`src/rtl/mem_arbiter.sv`:
```
// Memory arbiter: services per-CPU icache/dcache word requests over a single RAM port.
// Dcache beats icache, round-robin across CPUs, grant held across two-word dcache blocks.
module mem_arbiter #(
  parameter int CPUS = 2,
  parameter int CPUW = 1
) (
  input  logic                 CLK,
  input  logic                 nRST,
  input  logic [CPUS-1:0]      iREN,
  input  logic [CPUS*32-1:0]   iaddr,
  output logic [CPUS-1:0]      iwait,
  output logic [CPUS*32-1:0]   iload,
  input  logic [CPUS-1:0]      dREN,
  input  logic [CPUS-1:0]      dWEN,
  input  logic [CPUS*32-1:0]   daddr,
  input  logic [CPUS*32-1:0]   dstore,
  output logic [CPUS-1:0]      dwait,
  output logic [CPUS*32-1:0]   dload,
  output logic                 ramREN,
  output logic                 ramWEN,
  output logic [31:0]          ramaddr,
  output logic [31:0]          ramstore,
  input  logic [31:0]          ramload,
  input  logic [1:0]           ramstate,
  output logic                 grant_valid,
  output logic [CPUW:0]        grant_id
);

  localparam logic       IDLE       = 1'b0;
  localparam logic       SERVE      = 1'b1;
  localparam logic [1:0] RAM_ACCESS = 2'b10;

  logic            state_reg, state_next;
  logic [CPUW-1:0] rr_reg, rr_next;
  logic            lock_reg, lock_next;
  logic            gnt_d_reg, gnt_d_next;
  logic [CPUW-1:0] gnt_cpu_reg, gnt_cpu_next;

  logic [31:0]     iaddr_w  [CPUS];
  logic [31:0]     daddr_w  [CPUS];
  logic [31:0]     dstore_w [CPUS];
  logic [CPUS-1:0] dreq;

  genvar gi;
  generate
    for (gi = 0; gi < CPUS; gi++) begin : gen_unpack
      assign iaddr_w[gi]  = iaddr[32*gi +: 32];
      assign daddr_w[gi]  = daddr[32*gi +: 32];
      assign dstore_w[gi] = dstore[32*gi +: 32];
    end
  endgenerate

  assign dreq = dREN | dWEN;

  // Returns {found, cpu}: first requester at or after start, wrapping mod CPUS.
  function automatic logic [CPUW:0] pick_rr(input logic [CPUS-1:0] req,
                                            input logic [CPUW-1:0] start);
    logic [CPUW:0] res;
    int            idx;
    res = '0;
    for (int k = CPUS - 1; k >= 0; k--) begin
      idx = (int'(start) + k) % CPUS;
      if (req[idx]) res = {1'b1, CPUW'(idx)};
    end
    return res;
  endfunction

  logic [CPUW:0]   pick_d, pick_i;
  logic            win_found, win_d;
  logic [CPUW-1:0] win_cpu;

  assign pick_d    = pick_rr(dreq, rr_reg);
  assign pick_i    = pick_rr(iREN, rr_reg);
  assign win_found = pick_d[CPUW] | pick_i[CPUW];
  assign win_d     = pick_d[CPUW];
  assign win_cpu   = pick_d[CPUW] ? pick_d[CPUW-1:0] : pick_i[CPUW-1:0];

  logic g_req, active, done, g_blk_hi;
  logic [CPUW-1:0] rr_after;

  assign g_req    = gnt_d_reg ? dreq[gnt_cpu_reg] : iREN[gnt_cpu_reg];
  assign active   = (state_reg == SERVE) && g_req;
  assign done     = active && (ramstate == RAM_ACCESS);
  assign g_blk_hi = daddr_w[gnt_cpu_reg][2];
  assign rr_after = CPUW'((int'(gnt_cpu_reg) + 1) % CPUS);

  // RAM port follows the granted requester's live inputs; a dropped request kills the strobes.
  always_comb begin
    ramREN   = 1'b0;
    ramWEN   = 1'b0;
    ramaddr  = '0;
    ramstore = '0;
    if (active) begin
      if (gnt_d_reg) begin
        ramWEN   = dWEN[gnt_cpu_reg];
        ramREN   = dREN[gnt_cpu_reg] & ~dWEN[gnt_cpu_reg];
        ramaddr  = daddr_w[gnt_cpu_reg];
        ramstore = dstore_w[gnt_cpu_reg];
      end else begin
        ramREN   = iREN[gnt_cpu_reg];
        ramaddr  = iaddr_w[gnt_cpu_reg];
      end
    end
  end

  always_comb begin
    state_next   = state_reg;
    rr_next      = rr_reg;
    lock_next    = lock_reg;
    gnt_d_next   = gnt_d_reg;
    gnt_cpu_next = gnt_cpu_reg;
    case (state_reg)
      IDLE: begin
        if (win_found) begin
          state_next   = SERVE;
          gnt_d_next   = win_d;
          gnt_cpu_next = win_cpu;
        end
      end
      SERVE: begin
        if (!g_req) begin
          state_next = IDLE;
          lock_next  = 1'b0;
        end else if (done) begin
          rr_next = rr_after;
          // First word of a dcache block keeps the grant for its partner word.
          if (gnt_d_reg && !g_blk_hi && !lock_reg) begin
            lock_next = 1'b1;
          end else begin
            lock_next  = 1'b0;
            state_next = IDLE;
          end
        end
      end
      default: begin
        state_next = IDLE;
        lock_next  = 1'b0;
      end
    endcase
  end

  always_ff @(posedge CLK, negedge nRST) begin
    if (!nRST) begin
      state_reg   <= IDLE;
      rr_reg      <= '0;
      lock_reg    <= 1'b0;
      gnt_d_reg   <= 1'b0;
      gnt_cpu_reg <= '0;
    end else begin
      state_reg   <= state_next;
      rr_reg      <= rr_next;
      lock_reg    <= lock_next;
      gnt_d_reg   <= gnt_d_next;
      gnt_cpu_reg <= gnt_cpu_next;
    end
  end

  generate
    for (gi = 0; gi < CPUS; gi++) begin : gen_req
      logic        hit_i, hit_d;
      logic [31:0] iload_reg, dload_reg;

      assign hit_i = done && !gnt_d_reg && (gnt_cpu_reg == CPUW'(gi));
      assign hit_d = done &&  gnt_d_reg && (gnt_cpu_reg == CPUW'(gi));

      assign iwait[gi] = ~hit_i;
      assign dwait[gi] = ~hit_d;
      assign iload[32*gi +: 32] = hit_i ? ramload : iload_reg;
      assign dload[32*gi +: 32] = (hit_d && !dWEN[gi]) ? ramload : dload_reg;

      // Hold the last delivered word so the load output stays stable between completions.
      always_ff @(posedge CLK, negedge nRST) begin
        if (!nRST) begin
          iload_reg <= '0;
          dload_reg <= '0;
        end else begin
          if (hit_i)             iload_reg <= ramload;
          if (hit_d && !dWEN[gi]) dload_reg <= ramload;
        end
      end
    end
  endgenerate

  assign grant_valid = (state_reg == SERVE);
  assign grant_id    = {gnt_d_reg, gnt_cpu_reg};

endmodule

```
`config.mk`:
```
export PLATFORM = sky130hd
export DESIGN_NAME = mem_arbiter
export DESIGN_NICKNAME = d
export VERILOG_FILES = /design/src/rtl/mem_arbiter.sv
export SDC_FILE = /design/constraint.sdc
export NUM_CORES = 1
export LEC_CHECK = 0
export BUFFER_PORTS_ARGS = -buffer_cell sky130_fd_sc_hd__buf_4
export CAP_MARGIN = 20
export CORE_AREA = 2 2 168 170
export CTS_CLUSTER_DIAMETER = 50
export DETAILED_ROUTE_END_ITERATION = 7
export DIE_AREA = 0 0 170 172
export SLEW_MARGIN = 5
export SYNTH_ARGS = -nofsm -noshare
export SYNTH_HDL_FRONTEND = slang
export SYNTH_SLANG_ARGS = --single-unit
```
`constraint.sdc`:
```
create_clock -name CLK -period 2.26 [get_ports CLK]
set_clock_uncertainty 0.1 [all_clocks]
set_input_delay 0.339 -clock CLK [delete_from_list [all_inputs] [get_ports CLK]]
set_output_delay 0.339 -clock CLK [all_outputs]
set_load 0.05 [all_outputs]
```
==> out/metrics.json <==
{
  "status": {
    "violations": "setup timing",
    "status": "complete, but fails checks"
  },
  "power": {
    "total_switching_power_mw": 11.8,
    "power.density_nw_per_um2": 1770,
    "power_switching_share_pct": 48.1,
    "worst_ir_drop_on_vdd_mv": 0.765,
    "share_seq_of_total_power_pct": 15.5,
    "leakagePower_nw": 6.73,
    "p_comb_share_pct": 73.6,
    "clockPowerShare_pct": 10.9,
    "internal_power_mw": 12.7
  },
  "synthesis": {
    "synth_seq_area_share_pct": 48.9,
    "syn_area_um2": 6810,
    "synth_top_family_by_area": "multiplexers",
    "synth_warnings": 0,
    "synth_cells": 473,
    "post_synth.cell_area_avg_um2": 14.4,
    "yosys_register_bits": 133,
    "synth_compound_area_share_pct": 1.65,
    "synth-adder-area-share_pct": 0,
    "synth_xor_area_share_pct": 0,
    "synthSimpleGateAreaFrac_pct": 6.76,
    "yosys-mux-area-fraction_pct": 38.7,
    "synth_cell_types": 37,
    "synth_nets": 707
  },
  "sta": {
    "maxSlewHeadroom_pct": 67.0,
    "maxSlewViolCount": 0,
    "hold_slack_ns": 0.101,
    "grt_setup_unrepaired": "true",
    "layout_worst_path_cycle_share_pct": 123,
    "max_slew.worst_pin.slew_ns": 0.494,
    "final-setup-viol-count": 198,
    "worst_slack_ns": -0.522,
    "timing.final.hold_violations": 0,
    "max_fclk_mhz": 359,
    "final_period_minus_worst_setup_slack_ns": 2.78
  },
  "floorplan": {
    "die_y_um": 172,
    "fp-row-count": 61,
    "die_area_um2": 29200,
    "floorplan.initialDensity_pct": 24.8,
    "fp.dieW_um": 170,
    "ioPinCount": 435,
    "total_core_area_um2": 27500
  },
  "grt": {
    "use_met2_pct": 32.9,
    "met1_usage_pct": 24.1,
    "grt_antenna_before_repair": 0,
    "grt_util_met3_pct": 3.94,
    "grt_overflow_total": 0,
    "grt_max_usage_layer": "met2",
    "grt_pass1_wl_um": 41200,
    "grt_max_degree": 45,
    "grt_usage_pct": 19.0,
    "grt_pass1_vias": 6455
  },
  "clocking": {
    "cts-root-to-sink-buffers": 2,
    "cts_made_buffers": 17,
    "clk-insertion-delay-late_ns": 0.42,
    "tritoncts": "yes",
    "cts.root.buffer_cell": "clkbuf_16",
    "cts.htree.levels": 4,
    "clock_sink_count": 133,
    "clk_transition_reported_paths_ns": 0.07
  },
  "setup_path": {
    "worst-endpoint-required_ns": 1.82,
    "cp.arrival_ns": 2.34,
    "crit_fanout": 5,
    "critical-path-top-delay-family": "buffers and inverters",
    "worstSetupEndpointType": "output pin",
    "timing.critical_path.slowest_cell_delay_ns": 0.52,
    "most_frequent_cell_on_the_critical_path": "buf_8",
    "critical_path.cell_chain": "buf_8 -> buf_8 -> a211oi_4 -> buf_6 -> o21ai_4 -> buf_12 -> clkbuf_16 -> nor2b_1 -> buf_4",
    "cp.buffers_inverters": 6,
    "cp-start-kind": "register",
    "critPathKind": "register to output pin",
    "slowest_stage": "dfrtp_4"
  },
  "place": {
    "place.detailed.hpwl_um": 20800,
    "place.port_buffers": 434,
    "place.gp.congestion": 0.882
  },
  "drt": {
    "drt_first_pass_iters": 4,
    "vias_after_detailed_routing": 6146,
    "iteration_0_drc_count_of_the_detailed_router": 279,
    "average_wire_per_cell_in_the_routed_design_um": 22.2,
    "ant_nets": 0,
    "drt_wl_total_um": 29900,
    "avgViaCountPerCell": 4.56,
    "drc": 0
  },
  "final_layout": {
    "insertedDiodeCount": 0,
    "fillerInstances": 2380,
    "final_core_utilization_pct": 50.6,
    "nets": 1223,
    "syn_to_final_growth_pct": 104,
    "drive_gt1_share_pct": 80.4
  },
  "hold_path": {
    "hp-class": "input port to register"
  },
  "job": {
    "max_cap_violations": 0
  }
}
==> through the flow <==
step	setup WS, ns	instance area, um2	TNS (ns)	power, mW	std cells
floorplan	-0.219	6870	-19.36	13.4	473
detailed placement	-0.180	10800	-16.40	17.5	1256
CTS	-0.534	12600	-88.66	22.2	1320
global placement	-0.155	10800	-13.60	17.4	1256
finish	-0.522	13900	-83.14	24.6	1348
global route	-0.585	13900	-97.25	25.5	1348
==> kinds of logic (layout without fill, tap and decap cells) <==
kind of cell	count (synthesis)	in the layout
buffers and inverters	42	571
muxes	196	196
AOI/OAI and AO/OA	15	15
and+or+nand+nor	87	87
DFF	133	133
==> path summary, 6_finish.rpt <==
kind,cells past startpoint,slack [ns],to,from
worst max-delay path,9,-0.52,ramaddr[21],gnt_cpu_reg
worst max register to register,10,0.15,grant_valid,gnt_cpu_reg
worst min register to register,1,0.40,gen_req[1].dload_reg[16],gen_req[1].dload_reg[16]
worst min-delay path,2,0.10,gen_req[1].dload_reg[28],ramload[28]
min in group asynchronous,2,0.35,gen_req[1].iload_reg[0],nRST
max in group asynchronous,3,1.09,gen_req[1].dload_reg[9],nRST
==> power by group through the flow <==
stage               clock network [mW]  registers (mW)  logic (mW)
finish                            2.68            3.80        18.1
detailed placement                   0            3.81        13.7
floorplan                            0            3.74        9.63
global placement                     0            3.79        13.6
CTS                               2.75            3.80        15.6
global route                      2.87            3.91        18.7
==> synthesized netlist by cell type (all sizes together) <==
cell type,count,area share (%)
or2b,1,0.11
a211oi,1,0.11
nand2,3,0.20
o22a,1,0.13
nor3,2,0.22
or3b,1,0.13
clkbuf,8,0.44
o21ai,3,0.22
mux2,129,23
nor2,40,2.2
and3,1,0.092
mux2i,35,5.1
nor2b,33,3.0
nand3b,2,0.22
and3b,1,0.13
o22ai,1,0.092
mux4,32,11
dfrtp,133,49
nand3,1,0.15
a31oi,1,0.092
nor4,2,0.28
buf,27,3.1
a21oi,5,0.37
inv,7,0.39
o21a,1,0.11
a2111oi,2,0.53
==> final cells by class <==
cell class,count,area (um2),area share (%)
Timing Repair Buffer,532,5590,40.2
Multi-Input combinational cell,298,3950,28.4
Sequential cell,133,3330,24.0
Tap cell,346,433,3.12
Clock buffer,17,425,3.06
Clock inverter,15,134,0.964
Inverter,7,26.3,0.189
==> per-layer routing <==
layer	vias up	share of wire, %	routed length [um]
met5	-	0	0
met4	0	1.6	484
met3	36	5.7	1700
met2	269	52	15500
met1	3102	41	12200
li1	2739	-	-
==> cells in the final DEF (no fill, tap or decap), types with 3 or more instances in the layout <==
| cell type | netlist | routed |
|---|---|---|
| a21oi_1 | 5 | 5 |
| buf_12 | 3 | 22 |
| buf_16 | 0 | 4 |
| buf_4 | 11 | 278 |
| buf_6 | 1 | 148 |
| buf_8 | 0 | 70 |
| clkbuf_16 | 0 | 26 |
| clkinvlp_4 | 0 | 3 |
| dfrtp_1 | 133 | 131 |
| inv_1 | 7 | 6 |
| inv_6 | 0 | 6 |
| inv_8 | 0 | 4 |
| mux2_2 | 93 | 55 |
| mux2_4 | 30 | 74 |
| mux2i_1 | 35 | 34 |
| mux4_2 | 32 | 32 |
| nor2_1 | 40 | 5 |
| nor2_4 | 0 | 33 |
| nor2b_4 | 0 | 31 |
==> worst reg2reg max path, stage by stage (launching register included) <==
cell and delay [ns]:
dfrtp_4 0.52, buf_8 0.15, buf_8 0.12, a211oi_4 0.28
buf_6 0.15, o21ai_4 0.07, buf_6 0.14, buf_8 0.13
buf_4 0.12, buf_4 0.12, a21oi_1 0.12
==> timing repair <==
item                       in CTS  in global routing
hold buffers                    1                  0
setup endpoints to repair     197                198
gates resized for setup       229                270
cloned                         10                 11
hold endpoints to repair       39                  0
pin swaps                       4                 35
buffers inserted               21                 26
No activity file was read; power rests on OpenSTA's default activity.
